File: config.mk
export PLATFORM = sky130hd
export DESIGN_NAME = encoder_4to2_neg_in_eneable
export DESIGN_NICKNAME = d
export VERILOG_FILES = /design/src/rtl/encoder_4to2_neg_in_eneable_pkg.sv /design/src/rtl/encoder_4to2_neg_in_eneable_sync_edge_neg.sv /design/src/rtl/encoder_4to2_neg_in_eneable.sv
export SDC_FILE = /design/constraint.sdc
export NUM_CORES = 1
export LEC_CHECK = 0
export ABC_AREA = 0
export CELL_PAD_IN_SITES_DETAIL_PLACEMENT = 1
export CELL_PAD_IN_SITES_GLOBAL_PLACEMENT = 1
export CORE_MARGIN = 3
export CORE_UTILIZATION = 37
export CTS_CLUSTER_DIAMETER = 200
export CTS_CLUSTER_SIZE = 25
export DETAILED_ROUTE_END_ITERATION = 8
export GPL_TIMING_DRIVEN = 0
export PLACE_DENSITY_LB_ADDON = 0.2
export SLEW_MARGIN = 20
export SYNTH_ARGS = -nofsm -noshare
export SYNTH_HDL_FRONTEND = slang
export SYNTH_HIERARCHICAL = 1
export SYNTH_SLANG_ARGS = --single-unit
File: constraint.sdc
create_clock -name Clk -period 1 [get_ports Clk]
set_input_delay 0.15 -clock Clk [delete_from_list [all_inputs] [get_ports Clk]]
set_output_delay 0.15 -clock Clk [all_outputs]
set_load 0.05 [all_outputs]
File: src/rtl/encoder_4to2_neg_in_eneable_pkg.sv
// Shared types, code constants and priority helpers for the active-low
// 4-to-2 request encoder.
package encoder_4to2_neg_in_eneable_pkg;

   typedef enum logic [0:0] {
      IDLE    = 1'b0,
      PRESENT = 1'b1
   } state_t;

   // Line-to-code mapping matches the 2-to-4 active-low decoder.
   localparam logic [1:0] CODE_0 = 2'b00;
   localparam logic [1:0] CODE_1 = 2'b01;
   localparam logic [1:0] CODE_2 = 2'b10;
   localparam logic [1:0] CODE_3 = 2'b11;

   // Level of a request line when nothing is asserted.
   localparam logic REQ_IDLE = 1'b1;

   // Lowest set index wins (line 0 has highest priority).
   function automatic logic [1:0] lowest_index(input logic [3:0] req);
      logic [1:0] idx;
      idx = CODE_0;
      if (req[0]) begin
         idx = CODE_0;
      end else if (req[1]) begin
         idx = CODE_1;
      end else if (req[2]) begin
         idx = CODE_2;
      end else if (req[3]) begin
         idx = CODE_3;
      end else begin
         idx = CODE_0;
      end
      return idx;
   endfunction

   // True when two or more request bits are set.
   function automatic logic more_than_one(input logic [3:0] req);
      return ((req & (req - 4'd1)) != 4'd0);
   endfunction

endpackage

File: src/rtl/encoder_4to2_neg_in_eneable_sync_edge_neg.sv
// Per-line synchroniser with falling-edge detection. All flops reset to the
// idle (high) level so that leaving reset never looks like a falling edge.
module sync_edge_neg
   import encoder_4to2_neg_in_eneable_pkg::*;
#(
   parameter int SYNC_STAGES = 2
) (
   input  logic clk,
   input  logic rstn,
   input  logic rn,
   output logic fall
);

   logic [SYNC_STAGES-1:0] sync_r;
   logic                   prev_r;

   // Shift the asynchronous line through the synchroniser and keep one
   // extra delayed copy of the synchronised value for edge detection.
   always_ff @(posedge clk or negedge rstn) begin
      if (!rstn) begin
         sync_r <= {SYNC_STAGES{REQ_IDLE}};
         prev_r <= REQ_IDLE;
      end else begin
         sync_r <= {sync_r[SYNC_STAGES-2:0], rn};
         prev_r <= sync_r[SYNC_STAGES-1];
      end
   end

   assign fall = prev_r & ~sync_r[SYNC_STAGES-1];

endmodule

File: src/rtl/encoder_4to2_neg_in_eneable.sv
// Active-low 4-to-2 request encoder: synchronised falling edges on Rn are
// latched as pending and handed out one at a time (line 0 first) over a
// Valid/Ack handshake. All outputs come straight from flops.
module encoder_4to2_neg_in_eneable
   import encoder_4to2_neg_in_eneable_pkg::*;
#(
   parameter int SYNC_STAGES = 2
) (
   input  logic       Clk,
   input  logic       Rstn,
   input  logic [3:0] Rn,
   input  logic       Eneable,
   input  logic       Ack,
   output logic [1:0] A,
   output logic       Valid,
   output logic       Multi,
   output logic       Overrun
);

   logic [3:0] fall_s;
   logic [3:0] captured_s;
   logic [3:0] clear_s;
   logic [3:0] pending_r;
   logic [3:0] pending_nxt_s;
   logic       overrun_nxt_s;

   state_t     state_r;
   state_t     state_nxt_s;
   logic [1:0] a_r;
   logic [1:0] a_nxt_s;
   logic       valid_r;
   logic       valid_nxt_s;
   logic       multi_r;
   logic       multi_nxt_s;
   logic       overrun_r;

   for (genvar i = 0; i < 4; i++) begin : g_line
      sync_edge_neg #(
         .SYNC_STAGES(SYNC_STAGES)
      ) u_sync (
         .clk (Clk),
         .rstn(Rstn),
         .rn  (Rn[i]),
         .fall(fall_s[i])
      );
   end

   // Pending set/clear: new captures win over the acknowledge clear, and a
   // capture onto a still-owned pending bit is reported as an overrun.
   always_comb begin
      captured_s    = 4'b0000;
      clear_s       = 4'b0000;
      if (Eneable) begin
         captured_s = fall_s;
      end else begin
         captured_s = 4'b0000;
      end
      if ((state_r == PRESENT) && Ack) begin
         clear_s = 4'b0001 << a_r;
      end else begin
         clear_s = 4'b0000;
      end
      pending_nxt_s = (pending_r & ~clear_s) | captured_s;
      overrun_nxt_s = |(captured_s & pending_r & ~clear_s);
   end

   // Handshake FSM next state: grant from IDLE, hold while PRESENT until Ack.
   always_comb begin
      state_nxt_s = state_r;
      a_nxt_s     = a_r;
      valid_nxt_s = valid_r;
      multi_nxt_s = multi_r;
      case (state_r)
         IDLE: begin
            if (pending_r != 4'b0000) begin
               a_nxt_s     = lowest_index(pending_r);
               multi_nxt_s = more_than_one(pending_r);
               valid_nxt_s = 1'b1;
               state_nxt_s = PRESENT;
            end else begin
               valid_nxt_s = 1'b0;
               state_nxt_s = IDLE;
            end
         end
         PRESENT: begin
            if (Ack) begin
               valid_nxt_s = 1'b0;
               state_nxt_s = IDLE;
            end else begin
               valid_nxt_s = 1'b1;
               state_nxt_s = PRESENT;
            end
         end
         default: begin
            valid_nxt_s = 1'b0;
            state_nxt_s = IDLE;
         end
      endcase
   end

   // State, pending and output registers.
   always_ff @(posedge Clk or negedge Rstn) begin
      if (!Rstn) begin
         state_r   <= IDLE;
         pending_r <= 4'b0000;
         a_r       <= CODE_0;
         valid_r   <= 1'b0;
         multi_r   <= 1'b0;
         overrun_r <= 1'b0;
      end else begin
         state_r   <= state_nxt_s;
         pending_r <= pending_nxt_s;
         a_r       <= a_nxt_s;
         valid_r   <= valid_nxt_s;
         multi_r   <= multi_nxt_s;
         overrun_r <= overrun_nxt_s;
      end
   end

   assign A       = a_r;
   assign Valid   = valid_r;
   assign Multi   = multi_r;
   assign Overrun = overrun_r;

endmodule

# Yosys cells after proc, flatten, opt, wreduce, memory -nomap -nowiden
# Cells that the tools add are included.
[word_totals]
reg_bits = 21
latchBits = 0
mem_bits_rw = 0
rom_bits = 0
input_bits = 8
output_inout_bits = 5
word_cells = 44
n_memories = 0
[op_classes]
n_addsub = 1
multipliers = 0
div_mod_pow = 0
magnitude_cmp = 0
n_eq_ne = 0
shift = 1
n_mux = 9
bitwise_logic = 15
reduce_logical = 5
[ops]
columns = ["op", "count"]
rows = [
  ["4-bit AND", 4],
  ["2-bit 2-to-1 mux", 4],
  ["4-bit 2-to-1 mux", 2],
  ["4-bit nonzero test", 2],
  ["1-bit inverter", 5],
  ["1-bit AND", 4],
  ["4-bit inverter", 1],
  ["4-bit OR", 1],
  ["4-bit OR reduction", 1],
  ["1-bit by 2-bit left shift with 4-bit output, first input constant", 1],
  ["4-bit by 1-bit subtractor with 4-bit output, second input constant", 1],
  ["1-bit 2-to-1 mux", 2],
  ["1-bit one-hot mux with 2 select lines", 1],
  ["2-bit AND reduction", 1],
  ["1-bit logical AND", 1],
]

# Logic depth before layout (Yosys ltp)
# Gate-level depths: netlist of the first run.
[depth]
word_depth = 6
mapped_depth = 4
depth_no_buf = 4

# Cells and area by module
# The synthesis of the first run kept the hierarchy.
[modules_own_cells]
columns = ["module", "instances", "cells_per_inst", "area_each_um2", "seq_area_each_um2"]
rows = [
  ["encoder_4to2_neg_in_eneable", 1, 42, 454.2, 225.2],
  ["sync_edge_neg", 4, 4, 92.6, 78.8],
]

# Worst setup path before layout of the first run
# No wires, ideal clock.
[synth_path]
path_type = "flip-flop to flip-flop"
from = "reg Valid (netlist name)"
to = "reg overrun_r (netlist: Overrun)"
setup_time_ns = 0.130
arrival_ns = 1.291
required_time_ns = 0.870
setup_slack_ns = -0.420
path_stages_with_launch = 5
period_less_slack_ns = 1.420
cell_sequence = "dfrtp_1 buf_2 nand4b_1 a32oi_1 o22ai_1"
[synth_rtl]
columns = ["element", "line_no", "text"]
rows = [
  ["end signal, assigned", "encoder_4to2_neg_in_eneable.sv:116", "overrun_r <= overrun_nxt_s;"],
  ["end, declared", "encoder_4to2_neg_in_eneable.sv:35", "logic overrun_r;"],
]

# Final worst setup path of the first run
[layout_path]
from = "reg a_r[1] (netlist: A[1])"
to = "reg overrun_r (netlist: Overrun)"
[layout_between]
elab_chain_cells = 5
[layout_rtl]
columns = ["element", "line_no", "text"]
rows = [
  ["start, declared", "encoder_4to2_neg_in_eneable.sv:29", "logic [1:0] a_r;"],
  ["start signal, assigned", "encoder_4to2_neg_in_eneable.sv:113", "a_r <= a_nxt_s;"],
  ["1-bit by 2-bit left shift with 4-bit output", "encoder_4to2_neg_in_eneable.sv:59", "clear_s = 4'b0001 << a_r;"],
  ["4-bit 2-to-1 mux", "encoder_4to2_neg_in_eneable.sv:58", "if ((state_r == PRESENT) && Ack) begin"],
  ["4-bit inverter", "encoder_4to2_neg_in_eneable.sv:64", "overrun_nxt_s = |(captured_s & pending_r & ~clear_s);"],
  ["4-bit AND", "encoder_4to2_neg_in_eneable.sv:64", ""],
  ["4-bit OR reduction", "encoder_4to2_neg_in_eneable.sv:64", ""],
  ["named net overrun_nxt_s", "encoder_4to2_neg_in_eneable.sv:25", "logic overrun_nxt_s;"],
]
# The timed path passes the listed nets, and every way through them passes these cells.
# A chain may end at the register's enable or synchronous reset.

==> results of run 1 <==
[final cells by class]
cell class | instances | area, µm²
fillers | 218 | 899.6
flip-flops and latches | 21 | 548.0
multi-input cells | 34 | 327.8
repair buffers | 18 | 183.9
well taps | 27 | 33.78
clock buffers | 3 | 22.52
plain buffers | 1 | 11.26
clock inverters | 1 | 7.507
inverters | 2 | 7.507
[Yosys cell counts]
cell type  count  area share, %
nand4_1        1           0.76
a21oi_1        2            1.2
nor4b_1        1            1.1
a221oi_2       1            1.8
o22a_1         3            3.2
nand4bb_1      1            1.4
dfrtp_1        9             27
o21ai_0        1           0.61
o22ai_1        1           0.76
and2_1         2            1.5
a22oi_1        2            1.8
nor2b_1        1           0.76
dfstp_2       12             38
buf_2          1           0.61
xor2_1         1            1.1
nor2b_4        4            6.7
inv_1          2           0.91
a22o_1         4            4.2
nor2_1         5            2.3
nor3_1         1           0.61
a32oi_1        1            1.1
nand4b_1       2            2.1
[sequential cells by signal, summed over array words and instances (netlist names)]
register              flops
Multi                     1
Overrun                   1
g_line.u_sync/prev_r      4
pending_r                 4
A                         2
g_line.u_sync/sync_r      8
Valid                     1
[worst min-delay path by stage]
stage | start | end | depth (start not counted)
after detailed placement | g_line[1].u_sync/sync_r[0] | g_line[1].u_sync/sync_r[1] | 0
final | Rstn | pending_r[3] | 1
after global placement | g_line[2].u_sync/sync_r[0] | g_line[2].u_sync/sync_r[1] | 0
after global routing | Rstn | pending_r[2] | 1
after CTS | Rn[1] | g_line[1].u_sync/sync_r[0] | 1
after floorplan | Rstn | A[0] | 0
[critical path, stage by stage, from the launching register on]
cell      delay, ns
dfrtp_2        0.48
nand4b_1       0.25
a32oi_2        0.21
o22ai_1        0.11
[logic make-up (layout without fill, tap and decap cells)]
logic type / after synthesis / in the layout
xor gates and xnor gates: 1 / 1
and+or+nand+nor: 18 / 18
buffers and inverters: 3 / 25
AOI/OAI and AO/OA: 15 / 15
DFF: 21 / 21
[stage by stage]
step / util, % / TNS, ns
after floorplan: - / -0.5646
after global placement: 48.71 / -7.329
after detailed placement: 48.71 / -7.832
after CTS: 52.57 / -0.7430
after global routing: 55.94 / -1.297
final: 55.94 / -0.8100
[layout by cell type (no fill, tap or decap), types with 3 or more instances in the layout]
cell type	instances
a22o_1	4
buf_4	4
buf_6	8
clkbuf_4	3
clkdlybuf4s50_1	5
dfrtp_1	3
dfrtp_2	6
dfstp_2	12
nor2_2	3
nor2b_4	4
o22a_1	3
[power by group through the flow]
| stage | combinational, mW | sequential, mW | clock (mW) |
|---|---|---|---|
| after CTS | 1.07 | 1.35 | 0.441 |
| after global placement | 0.905 | 1.30 | 0 |
| after detailed placement | 0.936 | 1.32 | 0 |
| final | 1.17 | 1.38 | 0.419 |
| after floorplan | 0.386 | 1.52 | 0 |
| after global routing | 1.25 | 1.41 | 0.469 |
[what timing repair did]
action | in CTS | in global routing
pin swaps | 5 | 2
setup endpoints to repair | 12 | 22
gates resized for setup | 42 | 8
buffers inserted | 3 | 3
endpoints found under the hold margin | 0 | 0
[layer usage]
metal | vias up | share of wire, % | GRT usage [%]
met5 | - | 0 | 0
met4 | 0 | 3.7 | 11.49
met3 | 6 | 2.6 | 2.535
met2 | 10 | 56 | 23.88
met1 | 289 | 38 | 17.69
li1 | 257 | - | -
==> impl_results.md, run 1 <==
- Outcome: complete, but fails checks
- Violated checks: negative hold slack, negative setup slack
- Vias/cell: 5.252
- RSZ-0062 raised after global routing: yes
- Gate Count Post-Synth: 58
- Synth cell types: 22
- Post-synthesis net count: 66
- Max Freq: 862.4 MHz
- GRT Total Usage: 14.98%
- Max-Cap Viols: 0
- Placed Cells: 97
- Syn_area_per_cell: 14.22 µm²
- Clock tree sinks: 21
- CP required: 1.19 ns
- Final hold vios: 9
- Synthesized cell area: 824.5 µm²
- Clock Skew: 0.001661 ns
- CTS tree: built
- Worst-Margin Slew: 0.8648 ns
- Reg power frac: 46.5%
- Clock Tree Root: clkbuf_4
- DR pass1 iterations: 4
- Port Buf Inserts: 12
- Largest net degree at the start of global routing: 22
- Fin cells: 107
- H-tree Lvls: 1
- Final Max Tran Viols: 0
- Hold WS: -0.06493 ns
- Mux cell area share after synthesis: 0%
- Register bit total from synthesis: 21
- # DRC: 0
- CP Capture Point: Overrun
- Combinational power share: 39.4%
- Sequential share of the synthesized area: 65.55%
- Internal: 1.783 mW
- Total Power Consumption: 2.966 mW
- Antenna Cells: 0
- Total CTS buffers: 3
- Hold Path Class: in2async
- Crit-path max FO: 6
- Switching power: 1.183 mW
- Antenna violations before repair: 0
- CTS Buffer Depth: 2
- Rows: 16
- Grt total ovfl: 0
- DRT antenna net count: 0
- Sw Share: 39.89%
- DR vias: 562
- Hold-fix buffers, CTS: 0
- Die H: 53.21 µm
- Adder-Cell Fraction of Synth Area: 0%
- Final worst path period share: 116.0%
- Chip Width: 53.21 µm
- Final worst setup slack: -0.1595 ns
- Slew margin rel.: 42.25%
- Synth Warn #: 6
- Peak VDD IR: 1477 µV
- Final wirelength: 1828 µm
- GP Congestion: 0.7393
- DP Worst Slack: -0.3605 ns
- Fin nets: 89
- Power Dens Cells: 2596 nW/µm²
- Core area: 2042 µm²
- Detailed Route Iter0 Violations: 9
- Die area: 2831 µm²
- Worst reg2reg path depth: 3
- Worst-path clk slew: 0.12 ns
- Worst R2R End: Overrun
- Skew-Pair Late Insertion Delay: 0.31 ns
- Worst R2R Start: A[1]
- Synth Area in Compound Gates: 14.72%
- Placement Cell Area: 994.7 µm²
- Share of cells above drive strength 1: 58.75%
- Area growth syn-to-layout: 38.54%
- Leak: 0.4751 nW
- WP data arrival: 1.35 ns
- Clock power share: 14.1%
- Kind of critical path: reg2reg
- Main combinational cell family by area after synthesis: simple AND/OR/NAND/NOR gates
- Post-Synth XOR/XNOR Area: 1.062%
- Endpoint class of the critical path: flop
- Final Setup Violations: 11
- Initial Util: 40.38%
- First-pass GRT wire length: 2822 µm
- Drt wl/cell: 17.08 µm
- Flop2flop setup slack: -0.16 ns
- Critical path launch point: A[1]
- Vias in the first global route: 572
- Design Area, Final: 1142 µm²
- Simple-Gate Fraction of Synth Area: 17.15%
- Post-layout min period: 1.160 ns
- IO Pins: 13
- Worst setup SP type: flop
No activity file was read; power rests on OpenSTA's default activity.
==> run 2: changes to the inputs <==
- TNS_END_PERCENT: not set -> 10
==> impl_results.md, run 2 (synthesis results as in run 1) <==
- Chip Width: 53.21 µm (unchanged)
- Max Freq: 860.0 MHz (-0.27%)
- Initial Util: 40.38% (unchanged)
- Port Buf Inserts: 12 (unchanged)
- Vias in the first global route: 551 (-3.7%)
- Fillcell total: 225 (+3.2%)
- Worst R2R End: Overrun
- Violated checks: negative hold slack, negative setup slack
- Final Max Tran Viols: 0 (unchanged)
- Worst-path clk slew: 0.12 ns (about the same)
- Antenna Cells: 0 (unchanged)
- Slew margin rel.: 42.06% (-0.20 points)
- Final hold vios: 9 (unchanged)
- CP peak stage delay: 0.58 ns (+0.10 ns)
- Fin nets: 86 (-3.4%)
- Largest net degree at the start of global routing: 22 (unchanged)
- Design Area, Final: 1070 µm² (-6.4%)
- DRT antenna net count: 0 (unchanged)
- WP data arrival: 1.36 ns (about the same)
- Final worst setup slack: -0.1627 ns (-0.003193 ns)
- Max FFs per register: 8 (unchanged)
- Drt wl/cell: 14.12 µm (-17%)
- Worst R2R Start: g_line[1].u_sync/sync_r[1]
- Hold WS: -0.06494 ns (-0.00001360 ns)
- Placement Cell Area: 988.4 µm² (-0.63%)
- GP Congestion: 0.7387 (about the same)
- Hold-fix buffers, CTS: 0 (unchanged)
- Outcome: complete, but fails checks
- Detailed Route Iter0 Violations: 1 (-8)
- Clock Skew: 0.002980 ns (+0.001319 ns)
- IO Pins: 13 (unchanged)
- Area growth syn-to-layout: 29.74%
- Die H: 53.21 µm (unchanged)
- # DRC: 0 (unchanged)
- H-tree Lvls: 1 (unchanged)
- Final Setup Violations: 10 (-1)
- Max-Cap Viols: 0 (unchanged)
- CP required: 1.20 ns (about the same)
- Worst path slowest cell: dfstp_2
- Worst-Margin Slew: 0.8677 ns (+0.002920 ns)
- Core area: 2042 µm² (unchanged)
- Post-layout min period: 1.163 ns (+0.003193 ns)
- Worst reg2reg path depth: 4 (+1)
- Vias/cell: 5.115 (-2.6%)
- HPWL Detailed: 1034 µm
- Endpoint class of the critical path: flop
- Critical path, cell by cell: nor2b_4 -> and2_4 -> a32oi_1 -> o22ai_1
- DR vias: 532 (-5.3%)
- RSZ-0062 raised after global routing: yes
- CTS Buffer Depth: 2 (unchanged)
- Grt total ovfl: 0 (unchanged)
- Clock tree sinks: 21 (unchanged)
- Final wirelength: 1468 µm (-20%)
- Total CTS buffers: 3 (unchanged)
- Antenna violations before repair: 0 (unchanged)
- DR pass1 iterations: 4 (unchanged)
- Most frequent cells in the layout: dfstp_2, dfrtp_2, buf_6, clkdlybuf4s50_1
- Largest Register: g_line.u_sync/sync_r
- Rows: 16 (unchanged)
- GRT Total Usage: 12.60% (-2.4 points)
- Hold Path Class: in2async
- Clock Tree Root: clkbuf_4
- Kind of critical path: reg2reg
- Top flop regs: g_line.u_sync/sync_r: 8 flops, g_line.u_sync/prev_r: 4 flops, pending_r: 4 flops
- Flop2flop setup slack: -0.16 ns (about the same)
- First-pass GRT wire length: 2490 µm (-12%)
- CTS tree: built
- Leak: 0.4405 nW (-7.3%)
- Peak VDD IR: 1719 µV (+16%)
- Final worst path period share: 116.3% (+0.32 points)
- Commonest non-fill, non-tap cell in the layout: dfstp_2
- Die area: 2831 µm² (unchanged)
- Share of cells above drive strength 1: 53.25% (-5.5 points)
- Power Dens Cells: 2572 nW/µm² (-0.95%)
- Skew-Pair Late Insertion Delay: 0.31 ns (about the same)
- Crit-path max FO: 2 (-4)
- Worst setup SP type: flop
## run 2: area by class of cell
type	count	area, µm²	area share [%]
repair buffers	15	151.4	14.15
flip-flops and latches	21	548.0	51.23
plain buffers	1	11.26	1.053
clock buffers	3	22.52	2.105
multi-input cells	34	287.8	26.90
well taps	27	33.78	3.158
inverters	2	7.507	0.7018
clock inverters	1	7.507	0.7018
## run 2: how the worst max path moves through the flow
stage,from,slack [ns],endpoint
finish,g_line[1].u_sync/sync_r[1],-0.16,Overrun
floorplan,Valid,-0.17,Overrun
CTS,g_line[1].u_sync/sync_r[1],-0.16,Overrun
global placement,A[1],-0.35,A[1]
global route,pending_r[3],-0.17,Multi
detailed placement,Ack,-0.37,Overrun
## run 2: worst max-delay path, delay by kind of cell, from the launching register on
kind | cells | cell delay [ns]
simple gates | 2 | 0.16
flops | 1 | 0.58
compound gates | 2 | 0.31
## run 2: power breakdown
group	switching, mW	internal [mW]	total [mW]
registers	0.270	1.07	1.34
clock network	0.262	0.153	0.415
logic	0.527	0.474	1.00
total	1.06	1.69	2.75
## run 2: metrics by stage
stage / setup WS [ns] / cells / TNS [ns] / util (%) / total power [mW]
global placement: -0.3461 / 97 / -7.421 / 48.41 / 2.191
floorplan: -0.1725 / 58 / -0.6608 / - / 1.891
global route: -0.1738 / 104 / -1.228 / 52.39 / 2.925
finish: -0.1627 / 104 / -0.6517 / 52.39 / 2.751
CTS: -0.1617 / 101 / -0.7508 / 50.67 / 2.707
detailed placement: -0.3715 / 97 / -7.638 / 48.41 / 2.217
## run 2: per-layer routing
metal | vias up | GRT usage (%) | wire, µm
met5 | - | 0 | 0
met1 | 270 | 16.64 | 659
met4 | 0 | 8.936 | 37
li1 | 250 | - | -
met2 | 8 | 18.78 | 724
met3 | 4 | 1.690 | 47
## run 2: what timing repair did
item,4_1_cts,5_1_grt
hold endpoints to repair,0,9
endpoints found under the setup margin,10,17
pin swaps,1,2
buffers inserted,0,3
resized for setup,38,6
